--- src/rtl/countdown_pkg.sv ---
// Shared types and helpers for the M:SS game-countdown sequencer.
package countdown_pkg;

  typedef enum logic [2:0] {
    IDLE    = 3'd0,
    LOAD    = 3'd1,
    RUNNING = 3'd2,
    PAUSED  = 3'd3,
    EXPIRED = 3'd4
  } cd_state_t;

  // Countdown reload value, BCD M:SS = 2:00
  localparam logic [11:0] LOAD_VALUE = 12'h200;

  // BCD M:SS to whole seconds; the largest encodable value 9:99 still fits in 10 bits
  function automatic logic [9:0] bcd_to_secs(input logic [11:0] bcd);
    return (10'(bcd[11:8]) * 10'd60) + (10'(bcd[7:4]) * 10'd10) + 10'(bcd[3:0]);
  endfunction

endpackage

--- src/rtl/countdown_ctrl_tick_prescaler.sv ---
// One-second prescaler: counts 0..TICKS_PER_SEC-1 while run is high and wraps to 0.
// With COUNTDOWN_WARN_EN it also flags the two half-second blink points.
module tick_prescaler
  import countdown_pkg::*;
#(
  parameter int unsigned TICKS_PER_SEC = 31_500_000
) (
  input  logic clk,
  input  logic reset,
  input  logic clr,
  input  logic run,
  output logic tick
`ifdef COUNTDOWN_WARN_EN
  ,
  output logic blink_edge
`endif
);

  localparam int unsigned      CNT_W    = $clog2(TICKS_PER_SEC);
  localparam logic [CNT_W-1:0] CNT_MAX  = CNT_W'(TICKS_PER_SEC - 1);

  logic [CNT_W-1:0] count;

  always_ff @(posedge clk) begin
    if (reset) begin
      count <= '0;
    end else if (clr) begin
      count <= '0;
    end else if (run) begin
      count <= tick ? '0 : count + 1'b1;
    end
  end

  // Decoded from the held count, so a paused count keeps its fractional second
  assign tick = (count == CNT_MAX);

`ifdef COUNTDOWN_WARN_EN
  localparam logic [CNT_W-1:0] CNT_HALF = CNT_W'(TICKS_PER_SEC / 2);

  assign blink_edge = (count == '0) || (count == CNT_HALF);
`endif

endmodule

--- src/rtl/countdown_ctrl.sv ---
// Game-timer sequencer: load strobe, one-second decrement enable and start/pause/restart FSM.
// Optional COUNTDOWN_WARN_EN adds the cnt_value input and the blinking low-time warn output.
//
// state   | meaning
// IDLE    | after reset, waiting for start
// LOAD    | one cycle, cnt_load high, prescaler cleared
// RUNNING | prescaler advancing, cnt_ena once per second
// PAUSED  | prescaler frozen mid-second, no cnt_ena
// EXPIRED | count hit 0:00, only restart/reset leave
module countdown_ctrl
  import countdown_pkg::*;
#(
  parameter int unsigned TICKS_PER_SEC = 31_500_000
`ifdef COUNTDOWN_WARN_EN
  ,
  parameter int unsigned WARN_SECS = 10
`endif
) (
  input  logic clk,
  input  logic reset,
  input  logic start,
  input  logic pause_tog,
  input  logic restart,
  input  logic cnt_tc,
  output logic cnt_load,
  output logic cnt_ena,
  output logic running,
  output logic paused,
  output logic expired,
  output logic time_up
`ifdef COUNTDOWN_WARN_EN
  ,
  input  logic [11:0] cnt_value,
  output logic        warn
`endif
);

  cd_state_t state;
  cd_state_t state_nxt;
  logic      tick;
  logic      presc_clr;
  logic      presc_run;
`ifdef COUNTDOWN_WARN_EN
  logic      blink_edge;
  logic      warn_zone;
`endif

  tick_prescaler #(
    .TICKS_PER_SEC(TICKS_PER_SEC)
  ) u_presc (
    .clk       (clk),
    .reset     (reset),
    .clr       (presc_clr),
    .run       (presc_run),
    .tick      (tick)
`ifdef COUNTDOWN_WARN_EN
    ,
    .blink_edge(blink_edge)
`endif
  );

  // A pause that lands on a tick still advances, so the prescaler wraps to 0 before freezing
  assign presc_clr = restart || (state == LOAD);
  assign presc_run = (state == RUNNING) && !restart && !cnt_tc && (!pause_tog || tick);

  assign cnt_ena = (state == RUNNING) && tick && !cnt_tc && !restart;

  always_comb begin
    state_nxt = state;
    case (state)
      IDLE: begin
        if (restart || start) state_nxt = LOAD;
      end
      LOAD: begin
        state_nxt = restart ? LOAD : RUNNING;
      end
      RUNNING: begin
        if (restart)        state_nxt = LOAD;
        else if (cnt_tc)    state_nxt = EXPIRED;
        else if (pause_tog) state_nxt = PAUSED;
      end
      PAUSED: begin
        if (restart)                 state_nxt = LOAD;
        else if (pause_tog || start) state_nxt = RUNNING;
      end
      EXPIRED: begin
        if (restart) state_nxt = LOAD;
      end
      default: state_nxt = IDLE;
    endcase
  end

  always_ff @(posedge clk) begin
    if (reset) begin
      state    <= IDLE;
      cnt_load <= 1'b0;
      running  <= 1'b0;
      paused   <= 1'b0;
      expired  <= 1'b0;
      time_up  <= 1'b0;
    end else begin
      state    <= state_nxt;
      cnt_load <= (state_nxt == LOAD);
      running  <= (state_nxt == RUNNING);
      paused   <= (state_nxt == PAUSED);
      expired  <= (state_nxt == EXPIRED);
      time_up  <= (state_nxt == EXPIRED) && (state != EXPIRED);
    end
  end

`ifdef COUNTDOWN_WARN_EN
  assign warn_zone = (bcd_to_secs(cnt_value) <= 10'(WARN_SECS));

  always_ff @(posedge clk) begin
    if (reset) begin
      warn <= 1'b0;
    end else begin
      case (state)
        RUNNING: begin
          if (!warn_zone)      warn <= 1'b0;
          else if (blink_edge) warn <= ~warn;
        end
        PAUSED:  warn <= warn_zone;
        EXPIRED: warn <= 1'b1;
        default: warn <= 1'b0;
      endcase
    end
  end
`endif

endmodule

--- config.mk ---
export PLATFORM = sky130hd
export DESIGN_NAME = countdown_ctrl
export DESIGN_NICKNAME = d
export VERILOG_FILES = /design/src/rtl/countdown_pkg.sv /design/src/rtl/countdown_ctrl_tick_prescaler.sv /design/src/rtl/countdown_ctrl.sv
export SDC_FILE = /design/constraint.sdc
export NUM_CORES = 1
export LEC_CHECK = 0
export CAP_MARGIN = 20
export CORE_UTILIZATION = 51
export CTS_CLUSTER_DIAMETER = 60
export DETAILED_ROUTE_END_ITERATION = 12
export MAX_ROUTING_LAYER = met4
export PLACE_DENSITY = 0.71
export SYNTH_ARGS = -nofsm -noshare
export SYNTH_HDL_FRONTEND = slang
export SYNTH_HIERARCHICAL = 1
export SYNTH_SLANG_ARGS = --single-unit
--- constraint.sdc ---
create_clock -name clk -period 3.37 [get_ports clk]
set_input_delay 0.5055 -clock clk [delete_from_list [all_inputs] [get_ports clk]]
set_output_delay 0.5055 -clock clk [all_outputs]
set_load 0.01 [all_outputs]
==> results.md <==
* IO buf count at 11
* Most frequent cells in the layout: dfxtp_1, nand2_1, nor2_1, a21oi_1
* Post-synthesis mux area share at 0%
* Die Span X at 59.0 um
* Antenna Violating Nets Remaining at 0
* Hold Violations, Final at 0
* Worst setup path class: reg -> out
* Power per cell area at 347 mW/mm2
* Post-synthesis sequential area ratio at approximately 40%
* Synth Area in XOR/XNOR at under 10%
* Most frequent CP cell: nor2_1
* Max Cap Violations at 0
* Yosys top cell area share at around 40%
* Largest family of logic cells by synthesized area: simple AND/OR/NAND/NOR gates
* I/O pin count at 12
* Slew margin rel. at between 60% and 70%
* Post-route clock period utilization at 92.6%
* Area contributors post-synth: dfxtp_1, a21oi_1, or4_1
* Row Count at 20
* Worst-path cell chain: or4b_1 > or4_1 > nor2_1 > inv_1 > nor2_1 > clkdlybuf4s50_1
* Layout cells sized above 1 at ~11%
* Syn. warnings at 6
* Compound-gate portion of the synthesized area at 20.2%
* TritonCTS clock tree: built
* Tot GR Track Use at about 24%
* Routed len/inst at 14.5 um
* CTS Buf Count at 5
* Number of global-route vias before repair at approximately 1400
* Simple-Gate Fraction of Synth Area at roughly a third
* Initial Util at 53.9%
* Area grow syn2layout at 13.8%
* Post-synthesis cell type count at 48
* Worst Hold Class: reg -> reg
* Post-layout util at about three fifths
* Setup Buffers After CTS at 0
* #FFs+latches synth at 33
* Main synth FF type: dfxtp_1
* Min Tclk post-route at between 3 and 4 ns
* CTS resizes at 0
* Fillers at 294
* Max-slew violation count at 0
* Final wirelength at between 3000 and 4000 um
* Global-route wire length before repair at about 6000 um
* Vias at about 1500
* DR iter-0 viols at 72
* Clock Skew at approximately 0.013 ns
* Setup TNS at 0 ns
* Startpoint Class: flip-flop
* RSZ-0062 raised after global routing: false
* Post-CTS Hold Fix Bufs at 0
* Deepest clock path buffer count at 2
* Root buf cell: clkbuf_4
* CP Max Fanout at 7
* WP data arrival at about 2.6 ns
* TritonCTS Sinks at 33
* Residual DRC at 0
* Largest net degree at the start of global routing at 21
* Mapped Cells at around 190
* Cell area after layout at between 0.0015 and 0.002 mm2
* GPL Wtd Cong at around 0.86
* Clock transition at path regs at ~0.090 ns
* Synth Area in Adders at 0.754%
* Die area at 0.00349 mm2
* Commonest non-fill, non-tap cell in the layout: dfxtp_1
* Final nets at ~220
* Core area at 0.00308 mm2
* Synth Area per Inst at 8.60 um2
* DP HPWL at 2660 um
* Clock latency on the worst-skew pair at roughly 0.33 ns
* Synthesized Nets at 200
* Initial antenna violation count at 0
* Crit. End Element: output pin
* Post-synth EDFFs at 0
* Die height at roughly 59 um
* Outcome: completed
* Final setup fails at 0
* Synth area leader: dfxtp_1
* Grt total ovfl at 0
* Antenna Cells at 0
* H-tree levels at 2
* F_max at 320 MHz
* Average via count per standard cell at 6.07
* Crit path largest cell delay at ~0.55 ns
* Req. time, crit path at between 2 and 3 ns
* Power, Total at between 600 and 700 uW
* Worst slew pin tran at around 0.56 ns
* Leak at between 0.5 and 0.6 nW
* Peak VDD IR at around 0.28 mV
* Placement Cell Area at roughly 0.0018 mm2
* Synth async-reset ratio at 0%
* Drt pass-1 iters at 4
* Slowest stage cell on the critical path: or4_1
* Cell area after synthesis at 0.00166 mm2
[cells in the mapped netlist, types with 6 or more instances]
library cell,number
o21ai_0,9
nand3_1,11
nand2_1,15
dfxtp_1,33
nand4_1,6
nor2_1,15
or3_1,7
xnor2_1,6
a21oi_1,15
or4_1,8
[path summary, 6_finish.rpt]
kind                                                     start                             to  slack [ns]  cells after the start
worst max-delay path            u_presc/count[16]$_SDFFE_PP0P_                        cnt_ena        0.25                      6
worst min register to register   u_presc/count[1]$_SDFFE_PP0P_  u_presc/count[1]$_SDFFE_PP0P_        0.51                      2
worst max register to register  u_presc/count[16]$_SDFFE_PP0P_  u_presc/count[6]$_SDFFE_PP0P_        0.30                      9
worst min-delay path             u_presc/count[1]$_SDFFE_PP0P_  u_presc/count[1]$_SDFFE_PP0P_        0.51                      2
[metal layers]
layer	global-route usage, %	wire length (um)	up-vias
li1	-	-	765
met1	30.9	1660	735
met2	38.1	1840	30
met3	3.93	122	5
met4	10.2	48	0
met5	-	0	-
[registers in the layout, indices dropped and copies added (netlist names)]
signal         count
state              3
expired            1
time_up            1
cnt_load           1
u_presc/count     25
paused             1
running            1
[kinds of logic (layout without fill, tap and decap cells)]
| kind of cell | count (synthesis) | count (layout) |
|---|---|---|
| buffers and inverters | 12 | 28 |
| AOI/OAI and AO/OA | 48 | 48 |
| xor gates and xnor gates | 8 | 8 |
| and+or+nand+nor | 91 | 91 |
| DFF | 33 | 33 |
| adders and majority gates | 1 | 1 |
[where the power goes]
part	total, mW	leakage, nW	internal, mW	switching (mW)
sequential	0.398	0.267	0.394	0.00418
clock	0.221	0.0314	0.0984	0.122
combinational	0.0365	0.239	0.0175	0.0190
total	0.655	0.537	0.509	0.145
[stage by stage]
stage	setup slack (ns)	instances	hold slack, ns
detailed placement	0.219	246	0.500
CTS	0.204	253	0.512
floorplan	0.309	193	0.445
global route	0.0815	253	0.545
global placement	0.343	246	0.487
finish	0.249	253	0.511
[final cells by class]
cell class	count	area (um2)	share of cell area, %
clock buffers	7	55.1	2.92
inverters	5	18.8	0.994
multi-input cells	148	951	50.4
flip-flops and latches	33	661	35.0
well taps	44	55.1	2.92
repair buffers	16	148	7.82
[critical path, delay by kind of cell (launching register included)]
kind / cells / cell delay, ns
simple gates: 4 / 1.29
buf+inv: 2 / 0.63
flops: 1 / 0.37
Note: power is estimated with default switching activity, not from simulation.
